File: config.mk
export PLATFORM = sky130hd
export DESIGN_NAME = residu_filt
export DESIGN_NICKNAME = d
export VERILOG_FILES = /design/src/rtl/residu_filt.sv
export SDC_FILE = /design/constraint.sdc
export NUM_CORES = 1
export LEC_CHECK = 0
export CAP_MARGIN = 20
export CELL_PAD_IN_SITES_DETAIL_PLACEMENT = 0
export CELL_PAD_IN_SITES_GLOBAL_PLACEMENT = 1
export CORE_ASPECT_RATIO = 1.2
export CORE_MARGIN = 2
export CORE_UTILIZATION = 30
export DETAILED_ROUTE_END_ITERATION = 12
export PLACE_DENSITY = 0.55
export SYNTH_ARGS = -nofsm -noshare
export SYNTH_HDL_FRONTEND = slang
export SYNTH_SLANG_ARGS = --single-unit
File: constraint.sdc
create_clock -name clk -period 12.1 [get_ports clk]
set_input_delay 2.42 -clock clk [delete_from_list [all_inputs] [get_ports clk]]
set_output_delay 2.42 -clock clk [all_outputs]
set_load 0.05 [all_outputs]
File: src/rtl/residu_filt.sv
// residu_filt: LPC analysis filter A(z). For one subframe it computes
// e(n) = sum a(j)*x(n-j), j=0..M, with G.729 Residu arithmetic
// (L_mult/L_mac, L_shl by 3, round). It reads operands from and writes
// results to a shared 32-bit scratch memory.
// Optional feature macro: RESIDU_OVF_FLAG_EN adds a sticky saturation flag port.
module residu_filt #(
  parameter int M  = 10,
  parameter int LG = 40
) (
  input  logic        clk,
  input  logic        reset,
  input  logic        start,
  input  logic [10:0] aAddr,
  input  logic [10:0] xAddr,
  input  logic [10:0] yAddr,
  input  logic [31:0] memIn,
  output logic [10:0] memReadAddr,
  output logic [10:0] memWriteAddr,
  output logic [31:0] memOut,
  output logic        memWriteEn,
  output logic        busy,
  output logic        done
`ifdef RESIDU_OVF_FLAG_EN
  ,
  output logic        overflow
`endif
);

  localparam int CW = $clog2(M + 2);
  localparam int IW = $clog2(LG + 1);

  typedef enum logic [2:0] {IDLE, LOAD_A, MAC, WRITE, FIN} stateT;

  stateT           stateReg, stateNext;
  logic [CW-1:0]   cntReg;
  logic [IW-1:0]   iReg;
  logic [31:0]     sReg;
  logic [10:0]     aBaseReg, xBaseReg, yBaseReg;
  logic [10:0]     rdHoldReg;
  logic [15:0]     cA [0:M];

  logic            reading;
  logic [10:0]     rdAddrNow;
  logic            accepting;
  logic            accumulating;

  // Arithmetic datapath signals
  logic [CW-1:0]   coefIdx;
  logic [15:0]     coefOp, xOp;
  logic signed [31:0] coefExt, xExt, prod;
  logic            multSat;
  logic [31:0]     lMult;
  logic [32:0]     macSum;
  logic            macOvf;
  logic [31:0]     macSat;
  logic [31:0]     accNext;
  logic            shlOvf;
  logic [31:0]     shlVal;
  logic [32:0]     rndSum;
  logic            rndOvf;
  logic [15:0]     rndVal;
  logic            unusedBits;

  // Coefficient register file: cA[gi] is loaded the cycle after aAddr+gi is read
  genvar gi;
  generate
    for (gi = 0; gi <= M; gi++) begin : gCoef
      logic [15:0] coefReg;
      // Capture coefficient gi when its read data is on memIn
      always_ff @(posedge clk or negedge reset) begin
        if (!reset) begin
          coefReg <= '0;
        end else if (stateReg == LOAD_A && cntReg == CW'(gi + 1)) begin
          coefReg <= memIn[15:0];
        end
      end
      assign cA[gi] = coefReg;
    end
  endgenerate

  assign accepting    = (stateReg == IDLE) && start;
  assign accumulating = (stateReg == MAC) && (cntReg != '0);

  // Read address for the current cycle; only meaningful while reading
  assign rdAddrNow = (stateReg == LOAD_A) ? aBaseReg + 11'(cntReg)
                                          : xBaseReg + 11'(iReg) - 11'(cntReg);

  // L_mult / L_mac: cycle k+1 of MAC multiplies cA[k] by the x read at cycle k
  assign coefIdx = (cntReg == '0) ? '0 : cntReg - 1'b1;
  assign coefOp  = cA[coefIdx];
  assign xOp     = memIn[15:0];
  assign coefExt = {{16{coefOp[15]}}, coefOp};
  assign xExt    = {{16{xOp[15]}}, xOp};
  assign prod    = coefExt * xExt;
  assign multSat = (coefOp == 16'h8000) && (xOp == 16'h8000);
  assign lMult   = multSat ? 32'h7FFF_FFFF : {prod[30:0], 1'b0};
  assign macSum  = {sReg[31], sReg} + {lMult[31], lMult};
  assign macOvf  = macSum[32] ^ macSum[31];
  assign macSat  = macOvf ? (macSum[32] ? 32'h8000_0000 : 32'h7FFF_FFFF) : macSum[31:0];
  assign accNext = (cntReg == CW'(1)) ? lMult : macSat;

  // L_shl(s,3) saturates when any of the three shifted-out bits differ from the sign
  assign shlOvf = (sReg[31:28] != 4'h0) && (sReg[31:28] != 4'hF);
  assign shlVal = shlOvf ? (sReg[31] ? 32'h8000_0000 : 32'h7FFF_FFFF) : {sReg[28:0], 3'b000};
  // round: only positive overflow is possible when adding 0x8000
  assign rndSum = {shlVal[31], shlVal} + 33'h0_0000_8000;
  assign rndOvf = rndSum[32] ^ rndSum[31];
  assign rndVal = rndOvf ? 16'h7FFF : rndSum[31:16];

  assign unusedBits = &{1'b0, memIn[31:16], prod[31], rndSum[15:0]};

  // Next-state logic and memory/handshake outputs
  always_comb begin
    stateNext    = stateReg;
    reading      = 1'b0;
    memWriteEn   = 1'b0;
    memWriteAddr = '0;
    memOut       = '0;
    busy         = 1'b0;
    done         = 1'b0;
    case (stateReg)
      IDLE: begin
        if (start) stateNext = LOAD_A;
      end
      LOAD_A: begin
        busy    = 1'b1;
        reading = (cntReg <= CW'(M));
        if (cntReg == CW'(M + 1)) stateNext = MAC;
      end
      MAC: begin
        busy    = 1'b1;
        reading = (cntReg <= CW'(M));
        if (cntReg == CW'(M + 1)) stateNext = WRITE;
      end
      WRITE: begin
        busy         = 1'b1;
        memWriteEn   = 1'b1;
        memWriteAddr = yBaseReg + 11'(iReg);
        memOut       = {{16{rndVal[15]}}, rndVal};
        stateNext    = (iReg == IW'(LG - 1)) ? FIN : MAC;
      end
      FIN: begin
        done      = 1'b1;
        stateNext = IDLE;
      end
      default: stateNext = IDLE;
    endcase
  end

  // The read port shows the live address while reading, else the last one issued
  assign memReadAddr = reading ? rdAddrNow : rdHoldReg;

  // State register
  always_ff @(posedge clk or negedge reset) begin
    if (!reset) stateReg <= IDLE;
    else        stateReg <= stateNext;
  end

  // Per-phase cycle counter, restarted on every state change
  always_ff @(posedge clk or negedge reset) begin
    if (!reset) begin
      cntReg <= '0;
    end else if (stateNext != stateReg) begin
      cntReg <= '0;
    end else if (stateReg == LOAD_A || stateReg == MAC) begin
      cntReg <= cntReg + 1'b1;
    end
  end

  // Run context: base addresses, sample index, accumulator, held read address
  always_ff @(posedge clk or negedge reset) begin
    if (!reset) begin
      aBaseReg  <= '0;
      xBaseReg  <= '0;
      yBaseReg  <= '0;
      iReg      <= '0;
      sReg      <= '0;
      rdHoldReg <= '0;
    end else begin
      if (accepting) begin
        aBaseReg <= aAddr;
        xBaseReg <= xAddr;
        yBaseReg <= yAddr;
        iReg     <= '0;
      end else if (stateReg == WRITE) begin
        iReg <= iReg + 1'b1;
      end
      if (accumulating) sReg <= accNext;
      if (reading) rdHoldReg <= rdAddrNow;
    end
  end

`ifdef RESIDU_OVF_FLAG_EN
  logic ovfReg;
  logic accOvf;
  assign accOvf   = multSat || ((cntReg != CW'(1)) && macOvf);
  assign overflow = ovfReg;

  // Sticky saturation flag, cleared by an accepted start
  always_ff @(posedge clk or negedge reset) begin
    if (!reset) begin
      ovfReg <= 1'b0;
    end else if (accepting) begin
      ovfReg <= 1'b0;
    end else if ((accumulating && accOvf) || (stateReg == WRITE && (shlOvf || rndOvf))) begin
      ovfReg <= 1'b1;
    end
  end
`endif

endmodule

==> metrics <==
Max stage delay on crit path=540 ps; setup TNS=0 ps; share of layout cells above drive strength 1=15.2%; final clock skew=23.3 ps; placer congestion estimate=0.846; Total Routing Usage GR=17.4%; fin. max-slew vios=0; CP endpoint=sReg[10]$_DFFE_PN0P_; Data required, critical path=12,520 ps; cell row count=116; clock transition at the registers of the reported paths=60 ps; Post CTS Setup Buffer Count=0; cell repeated most along the worst path=fa_1; Post-synth ARST share=100%; Num CTS Buffers=34; count of hold-fix buffers inserted at cts=0; Vias=18,976; total core area=0.0837 mm2; Initial Util=30.4%; Crit Path Class=flip-flop to flip-flop; sequential area share after synthesis=26.1%; CP arrival=11,770 ps; # IOs=125; EDFF count, synth=0; R2R Setup Slk=750 ps; First-pass DRT Iterations=5; Synth area leader=dfrtp_1; clock sink count=265; Layout Nets=3,200; cell with the most instances after synthesis=inv_1; critical path fanouts, max=18; Post-synth top flop=dfrtp_1; dpl hpwl=56,200 um; initial antenna violation count=1; fin crit share=93.8%; Slew HR=26.6%; GRT overflow=0; die width=270 um; met1 Use GR=20.4%; CTS root buf=clkbuf_16; Peak Freq=88.1 MHz; met3 Track Usage GR=1.69%; CTS H-tree lvls=2; synth top area cells=dfrtp_1 26%, fa_1 21%, mux2_2 8.7%; RSZ-0062 raised after global routing=no; first-pass GRT wire length=120,000 um; worst skew pair latency=550 ps; die area=0.0871 mm2; Post-Syn Area=0.0254 mm2; initial DRC count=848; endpoints failing setup=0; Critical path origin=cntReg[0]$_DFFE_PN0P_; most used routing layer=met2; largest net degree at the start of global routing=100; most frequent cells after synthesis=345 x inv_1, 265 x dfrtp_1, 263 x fa_1; warnings from Yosys=0; met2 Use GR=33.6%; vias in the first global route=21,002; library cells used by synthesis=84; Final min period=11,350 ps; detailed-route DRC error count=0; crit end category=flip-flop; routed wire length=73,500 um; port bufs=108; worst r2r src=cntReg[0]$_DFFE_PN0P_; synthesized netlist cell count=2,634; Die Ht=323 um; CTS tree=yes; Hold Violations, Final=0; Slowest-stage cell, CP=fa_1; Cell Count, Final, Fillers Out=3,867; via/cell ratio=4.91; Yosys top cell area share=26.1%; reg-to-reg endpoint=sReg[10]$_DFFE_PN0P_; DP Cell Count=3,808; Net Count, Synth=3,109; Antenna Nets Post-Route=0; final instance area=0.0293 mm2; reg2reg path depth=42; maxcap violations=0; Worst Setup Start Kind=flip-flop; Layout area overhead=15.2%; clk buf depth=3; #FFs+latches synth=265; status=completed; placed cell area=0.0281 mm2; HP Class=flip-flop to flip-flop; actual slew at the worst max-slew pin=1100 ps; wire per inst=19.0 um; Avg Cell Area, Syn=9.65 um2
layer usage:
layer	up-vias	wire [um]
li1	8849	-
met1	9774	30300
met2	260	39800
met3	91	1780
met4	2	1610
met5	-	8
kinds of logic (layout without fill, tap and decap cells):
| kind of cell | Yosys count | in the layout | synth area share [%] |
|---|---|---|---|
| compound gates | 441 | 441 | 11.6 |
| xor+xnor | 111 | 111 | 3.82 |
| fa+ha+maj | 407 | 407 | 27.8 |
| buf+inv | 505 | 616 | 8.00 |
| flops | 265 | 265 | 26.1 |
| mux | 211 | 211 | 9.28 |
| other cells | 0 | 1 | 0 |
| simple gates | 694 | 694 | 13.4 |
through the flow:
| step | hold WS [ps] | worst slack (ps) | utilization, % |
|---|---|---|---|
| 2_1_floorplan | 444 | 1360 | - |
| 3_3_place_gp | 460 | 201 | 33.5 |
| 3_5_place_dp | 468 | 206 | 33.6 |
| 4_1_cts | 481 | 324 | 34.9 |
| 5_1_grt | 510 | 4.07 | 35.0 |
| 6_report | 482 | 753 | 35.0 |
worst min-delay path by stage:
stage	startpoint	endpoint	slack (ps)	cells past startpoint
after detailed placement	gCoef[2].coefReg[15]$_DFFE_PN0P_	gCoef[2].coefReg[15]$_DFFE_PN0P_	470	2
final	gCoef[2].coefReg[15]$_DFFE_PN0P_	gCoef[2].coefReg[15]$_DFFE_PN0P_	480	2
after CTS	gCoef[2].coefReg[15]$_DFFE_PN0P_	gCoef[2].coefReg[15]$_DFFE_PN0P_	480	2
after global routing	gCoef[3].coefReg[12]$_DFFE_PN0P_	gCoef[3].coefReg[12]$_DFFE_PN0P_	510	1
after global placement	gCoef[2].coefReg[15]$_DFFE_PN0P_	gCoef[2].coefReg[15]$_DFFE_PN0P_	460	2
after floorplan	gCoef[2].coefReg[15]$_DFFE_PN0P_	gCoef[2].coefReg[15]$_DFFE_PN0P_	440	2
critical path, delay by kind of cell, from the launching register on:
kind | cells | cell delay, ps
and+or+nand+nor | 6 | 900
DFF | 1 | 360
adders and majority gates | 9 | 4140
xor gates and xnor gates | 1 | 180
buffers and inverters | 10 | 1450
AOI/OAI and AO/OA | 16 | 4140
cell usage in the layout, fill, tap and decap left out, types with 20 or more instances in the layout:
cell | netlist | layout
nor2_1 | 140 | 139
o21ai_0 | 85 | 85
fa_1 | 263 | 263
mux2_2 | 197 | 197
and2_1 | 129 | 129
ha_1 | 144 | 143
inv_1 | 345 | 345
a21oi_1 | 114 | 114
o22ai_1 | 36 | 36
a21o_1 | 36 | 36
clkbuf_16 | 0 | 35
xnor2_1 | 67 | 67
xor2_1 | 44 | 44
dfrtp_1 | 265 | 264
nor3_1 | 32 | 29
clkdlybuf4s50_1 | 0 | 107
a211oi_2 | 20 | 20
nand2_1 | 254 | 254
buf_4 | 23 | 92
nor2b_1 | 25 | 25
sequential cells by signal (all words and copies together) (netlist names):
register       cells
xBaseReg          11
gCoef.coefReg    176
stateReg           3
iReg               6
cntReg             4
aBaseReg          11
rdHoldReg         11
yBaseReg          11
sReg              32
final cells by class:
class / instances / area [um2]
clock buffers: 46 / 997
clock inverters: 10 / 126
well taps: 1121 / 1400
repair buffers: 213 / 2040
multi-input cells: 1864 / 16800
inverters: 347 / 1300
flip-flops and latches: 265 / 6630
diodes: 1 / 2.50
fillers: 8626 / 54400
timing repair:
action                                  4_1_cts  5_1_grt
endpoints found under the hold margin         0        0
resized for setup                             0        3
endpoints found under the setup margin        0       31
Power is left out: the tool's default activity adds up to more than one toggle a clock period on the data nets, which glitch-free logic cannot reach.
